===== src/rtl/demux_stream_if.sv =====
// Stream bus for demux_stream: one upstream port, two downstream channels and
// the per-channel delivered-word counters.
interface demux_stream_if #(
  parameter int WIDTH = 4
);
  logic             in_valid;
  logic             in_ready;
  logic [WIDTH-1:0] in_data;
  logic             in_sel;

  logic             out0_valid;
  logic             out0_ready;
  logic [WIDTH-1:0] out0_data;

  logic             out1_valid;
  logic             out1_ready;
  logic [WIDTH-1:0] out1_data;

  logic [3:0]       cnt0;
  logic [3:0]       cnt1;

  // Producer/consumer side: drives upstream words and downstream readies.
  modport master (
    output in_valid, in_data, in_sel, out0_ready, out1_ready,
    input  in_ready, out0_valid, out0_data, out1_valid, out1_data, cnt0, cnt1
  );

  // Block side.
  modport slave (
    input  in_valid, in_data, in_sel, out0_ready, out1_ready,
    output in_ready, out0_valid, out0_data, out1_valid, out1_data, cnt0, cnt1
  );
endinterface


===== src/rtl/demux_stream.sv =====
// Two-way stream demultiplexer: each channel is a one-word skid-free holding
// register with a full flag, plus a mod-16 count of words delivered downstream.
module demux_stream #(
  parameter int WIDTH = 4
) (
  input  logic           clk,
  input  logic           reset,
  demux_stream_if.slave  bus
);

  typedef enum logic {
    EMPTY = 1'b0,
    FULL  = 1'b1
  } chan_state_e;

  chan_state_e      state_q [2];
  chan_state_e      state_d [2];
  logic [WIDTH-1:0] data_q  [2];
  logic [WIDTH-1:0] data_d  [2];
  logic [3:0]       cnt_q   [2];
  logic [3:0]       cnt_d   [2];

  logic [1:0] out_ready;
  logic [1:0] load;
  logic [1:0] drain;
  logic       in_ready;
  logic       up_xfer;

  // in_ready looks only at the selected channel, never at in_valid, so a
  // full channel that is being drained this cycle can be refilled in place.
  always_comb begin
    out_ready = {bus.out1_ready, bus.out0_ready};
    in_ready  = (state_q[bus.in_sel] == EMPTY) || out_ready[bus.in_sel];
    up_xfer   = bus.in_valid && in_ready;
    load      = '0;
    drain     = '0;

    for (int ch = 0; ch < 2; ch++) begin
      state_d[ch] = state_q[ch];
      data_d[ch]  = data_q[ch];

      drain[ch] = (state_q[ch] == FULL) && out_ready[ch];
      load[ch]  = up_xfer && (int'(bus.in_sel) == ch);

      case (state_q[ch])
        EMPTY: if (load[ch]) state_d[ch] = FULL;
        FULL: begin
          if (load[ch])       state_d[ch] = FULL;
          else if (drain[ch]) state_d[ch] = EMPTY;
        end
      endcase

      if (load[ch]) data_d[ch] = bus.in_data;
      cnt_d[ch] = cnt_q[ch] + {3'b000, drain[ch]};
    end
  end

  // NOTE: state registers use non-blocking assignments so every flop samples
  // the pre-edge values computed above, independent of statement order.
  always_ff @(posedge clk) begin
    if (reset) begin
      // NOTE: the holding registers are cleared too, not just the full flags,
      // because the data outputs must read 0 straight after reset.
      for (int ch = 0; ch < 2; ch++) begin
        state_q[ch] <= EMPTY;
        data_q[ch]  <= '0;
        cnt_q[ch]   <= '0;
      end
    end else begin
      for (int ch = 0; ch < 2; ch++) begin
        state_q[ch] <= state_d[ch];
        data_q[ch]  <= data_d[ch];
        cnt_q[ch]   <= cnt_d[ch];
      end
    end
  end

  assign bus.in_ready   = in_ready;
  assign bus.out0_valid = (state_q[0] == FULL);
  assign bus.out0_data  = data_q[0];
  assign bus.out1_valid = (state_q[1] == FULL);
  assign bus.out1_data  = data_q[1];
  assign bus.cnt0       = cnt_q[0];
  assign bus.cnt1       = cnt_q[1];

endmodule


===== src/flat_wrapper.sv =====
// flat-port wrapper written by rule: the top's interface ports become plain ports
module demux_stream_flat 
#(
  parameter int WIDTH = 4
)
  (clk, reset, bus_in_valid, bus_in_data, bus_in_sel, bus_out0_ready, bus_out1_ready, bus_in_ready, bus_out0_valid, bus_out0_data, bus_out1_valid, bus_out1_data, bus_cnt0, bus_cnt1);
  demux_stream_if #(.WIDTH(WIDTH)) bus_i ();
  input  logic clk;
  input  logic reset;
  input wire logic [$bits(bus_i.in_valid)-1:0] bus_in_valid;
  input wire logic [$bits(bus_i.in_data)-1:0] bus_in_data;
  input wire logic [$bits(bus_i.in_sel)-1:0] bus_in_sel;
  input wire logic [$bits(bus_i.out0_ready)-1:0] bus_out0_ready;
  input wire logic [$bits(bus_i.out1_ready)-1:0] bus_out1_ready;
  output wire logic [$bits(bus_i.in_ready)-1:0] bus_in_ready;
  output wire logic [$bits(bus_i.out0_valid)-1:0] bus_out0_valid;
  output wire logic [$bits(bus_i.out0_data)-1:0] bus_out0_data;
  output wire logic [$bits(bus_i.out1_valid)-1:0] bus_out1_valid;
  output wire logic [$bits(bus_i.out1_data)-1:0] bus_out1_data;
  output wire logic [$bits(bus_i.cnt0)-1:0] bus_cnt0;
  output wire logic [$bits(bus_i.cnt1)-1:0] bus_cnt1;
  assign bus_i.in_valid = bus_in_valid;
  assign bus_i.in_data = bus_in_data;
  assign bus_i.in_sel = bus_in_sel;
  assign bus_i.out0_ready = bus_out0_ready;
  assign bus_i.out1_ready = bus_out1_ready;
  assign bus_in_ready = bus_i.in_ready;
  assign bus_out0_valid = bus_i.out0_valid;
  assign bus_out0_data = bus_i.out0_data;
  assign bus_out1_valid = bus_i.out1_valid;
  assign bus_out1_data = bus_i.out1_data;
  assign bus_cnt0 = bus_i.cnt0;
  assign bus_cnt1 = bus_i.cnt1;
  demux_stream #(.WIDTH(WIDTH)) u_core (.clk(clk), .reset(reset), .bus(bus_i));
endmodule

===== config.mk =====
export PLATFORM = sky130hd
export DESIGN_NAME = demux_stream_flat
export DESIGN_NICKNAME = d
export VERILOG_FILES = /design/src/rtl/demux_stream_if.sv /design/src/rtl/demux_stream.sv /design/src/flat_wrapper.sv
export SDC_FILE = /design/constraint.sdc
export NUM_CORES = 1
export LEC_CHECK = 0
export CORE_AREA = 2 2 47 49
export CTS_BUF_LIST = sky130_fd_sc_hd__clkbuf_8
export DETAILED_ROUTE_END_ITERATION = 12
export DIE_AREA = 0 0 49 51
export PLACE_DENSITY = 0.79
export SYNTH_ARGS = -nofsm -noshare
export SYNTH_HDL_FRONTEND = slang
export SYNTH_SLANG_ARGS = --single-unit

===== constraint.sdc =====
create_clock -name clk -period 1.31 [get_ports clk]
set_input_delay 0.262 -clock clk [delete_from_list [all_inputs] [get_ports clk]]
set_output_delay 0.262 -clock clk [all_outputs]
set_load 0.005 [all_outputs]

==> reports/results.txt <==
Post-DR wirelength/cell = 11.44 um
Root Driver = clkbuf_8
IO Port Bufs = 28
Crit share post-route = 0.9982
Leakage = 0.0005761 uW
Final min period = 1.308 ns
Starting density of the core = 0.3675
Crit path arrival time = 1.05 ns
Post-synth EDFFs = 0
DRC errors left = 0
H-Tree Level Count = 1
Area growth syn-to-layout = 59.57%
Post-Synth XOR/XNOR Area = 0.04620
Setup TNS = 0 ns
Post-synthesis mux area share = 0.1205
Top cells by area, synth = dfxtp_1 (48%), mux2i_1 (11%), nand2b_1 (9.9%)
Synth Area in Compound Gates = 0.01320
Initial DRC count = 1
First-pass DRT Iterations = 4
Endpoint with the worst hold slack = u_core.data_q[0][7]$_SDFFE_PP0P_
Share of layout cells above drive strength 1 = 0.3084
DIE AREA = 2499 um2
Ys async rst share = 0
Clock slew at reported path FFs = 0.07 ns
Outcome = finished clean
Worst flop-to-flop path endpoint = u_core.cnt_q[0][2]$_SDFF_PP0_
Synth cell types = 19
Sequential fraction of the synthesis area = 0.4752
Post-synthesis register bit count = 18
FP Rows = 17
Clk_skew = 0.004551 ns
Slew Limit Fails = 0
Commonest cells post-synth = dfxtp_1 (18), nand2b_1 (12), mux2i_1 (8)
Post-synth top area share = 0.4752
Worst R2R Start = u_core.state_q[0]$_SDFF_PP0_
Core area = 2063 um2
Post-synth net total = 83
Via count = 589
Number of hold-repair buffers added at the cts stage = 0
GR Util All Layers = 0.1342
Area leader, netlist = dfxtp_1
Worst vdd ir = 0.5684 mV
Die height = 51 um
FF-to-FF setup slack = 0.07 ns
Worst hold start = u_core.data_q[0][7]$_SDFFE_PP0P_
Synthesized area = 758.2 um2
Adder-Cell Fraction of Synth Area = 0.06601
Place WS = -0.4952 ns
CTS tree = done
Top-count cell post-synth = dfxtp_1
Ys flop type = dfxtp_1
Worst setup EP type = output port
Worst slew pin tran = 0.3440 ns
PwrDens = 966.8 nW/um2
CTS Buf Count = 3
Nets = 122
Vias in the first global route = 624
Final hold violation count = 0
IO Pins = 29
First-pass GRT wire length = 2.594 mm
RSZ-0062 raised after global routing = yes
Cell count of the worst hold path = 2
Initial antenna violation count = 0
Final core area utilization = 0.5864
Yosys warning total = 0
Nature of the critical path startpoint = register
Finish-stage setup viols = 0
Die W = 49 um
Post-route ant nets = 0
R2R cell count = 6
Post-Syn Area per Cell = 10.99 um2
Hpwl dp = 1.110 mm
Largest family of logic cells by synthesized area = simple AND/OR/NAND/NOR gates
Clock Latency Late Sink = 0.25 ns
Fmax = 0.7647 GHz
WP data required = 1.05 ns
Placer congestion estimate = 0.6709
Vias per cell = 4.363
HP Class = reg2reg
Slew margin rel. = 0.7699
Simple-Gate Fraction of Synth Area = 0.2673
CTS sink cnt = 18
Post-Synthesis Cells = 69
Fillers = 195
Largest net degree at the start of global routing = 15
Antenna Cells = 0
CP max FO = 2
Critical path class = reg2out
Max Cap Viol = 0
Wirelength, routed = 1.545 mm
Setup ws final = 0.002359 ns
Clk buf depth = 2
GR Overflow Total = 0
layout make-up:
class | count | area (um2) | share of cell area
Clock buffer | 4 | 55.05 | 0.04550
Multi-Input combinational cell | 49 | 434.2 | 0.3588
Sequential cell | 18 | 370.4 | 0.3061
Tap cell | 28 | 35.03 | 0.02896
Timing Repair Buffer | 36 | 315.3 | 0.2606
placed cells by master (no fill, tap or decap), drive strengths merged, types with 2 or more instances in the layout:
cell           Yosys  layout
a21oi              2       2
and2               2       2
buf                1       9
clkbuf             1       4
clkdlybuf4s50      0       6
dfxtp             18      18
dlygate4sd2        0      21
ha                 4       4
mux2i              8       8
nand2b            14      14
nand3              3       3
nor2               4       4
nor2b              4       4
xnor2              2       2
xor2               2       2
worst max path at each step:
stage / from / endpoint / slack (ns) / cells after the start
after floorplan: u_core.state_q[0]$_SDFF_PP0_ / u_core.cnt_q[0][1]$_SDFF_PP0_ / 0.14 / 4
after global placement: bus_out1_ready / bus_in_ready / -0.51 / 4
after detailed placement: bus_in_sel / bus_in_ready / -0.50 / 3
after CTS: u_core.state_q[0]$_SDFF_PP0_ / u_core.cnt_q[0][1]$_SDFF_PP0_ / 0.004 / 5
after global routing: u_core.state_q[0]$_SDFF_PP0_ / bus_in_ready / -0.04 / 3
final: u_core.state_q[0]$_SDFF_PP0_ / bus_in_ready / 0.002 / 3
state kept, by name, summed over array words and instances (netlist names):
name	flops
u_core.data_q	8
u_core.cnt_q	8
u_core.state_q	2
power by group:
group | total [uW] | internal [uW] | switching (uW) | leakage [uW]
sequential | 580 | 568 | 11.9 | 0.000150
clock | 450 | 267 | 184 | 0.0000288
combinational | 140 | 89.4 | 50.4 | 0.000397
metal layers:
| metal | up-vias | wire length (um) | track usage |
|---|---|---|---|
| met3 | 0 | 104 | 0.03216 |
| met2 | 26 | 723 | 0.2306 |
| li1 | 306 | - | - |
| met4 | 0 | 0 | 0.05714 |
| met5 | - | 0 | 0 |
| met1 | 257 | 717 | 0.1606 |
cells by family after synthesis:
family	Yosys count
AOI/OAI and AO/OA	2
xor gates and xnor gates	4
adders and majority gates	4
buffers and inverters	2
DFF	18
muxes	9
and+or+nand+nor	30
per-stage QoR:
stage	std cells	cell area, um2	total power [uW]	hold WS (ns)
6_report	135	1210	1170	0.4722
5_1_grt	135	1210	1234	0.5054
4_1_cts	135	1159	1177	0.4779
3_5_place_dp	130	1117	743.4	0.4663
3_3_place_gp	130	1117	740.8	0.4626
2_1_floorplan	69	758.2	650.1	0.4376
worst max-delay path: stages (launching register included):
cell and delay [ns]:
dfxtp_2 0.35, nand2b_4 0.06, mux2_4 0.27, buf_6 0.12
what timing repair did:
action,4_1_cts,5_1_grt
hold endpoints to repair,0,0
buffers inserted,1,0
resized for setup,33,11
setup endpoints to repair,22,5
pin swaps,1,3
No activity file was read; power rests on OpenSTA's default activity.
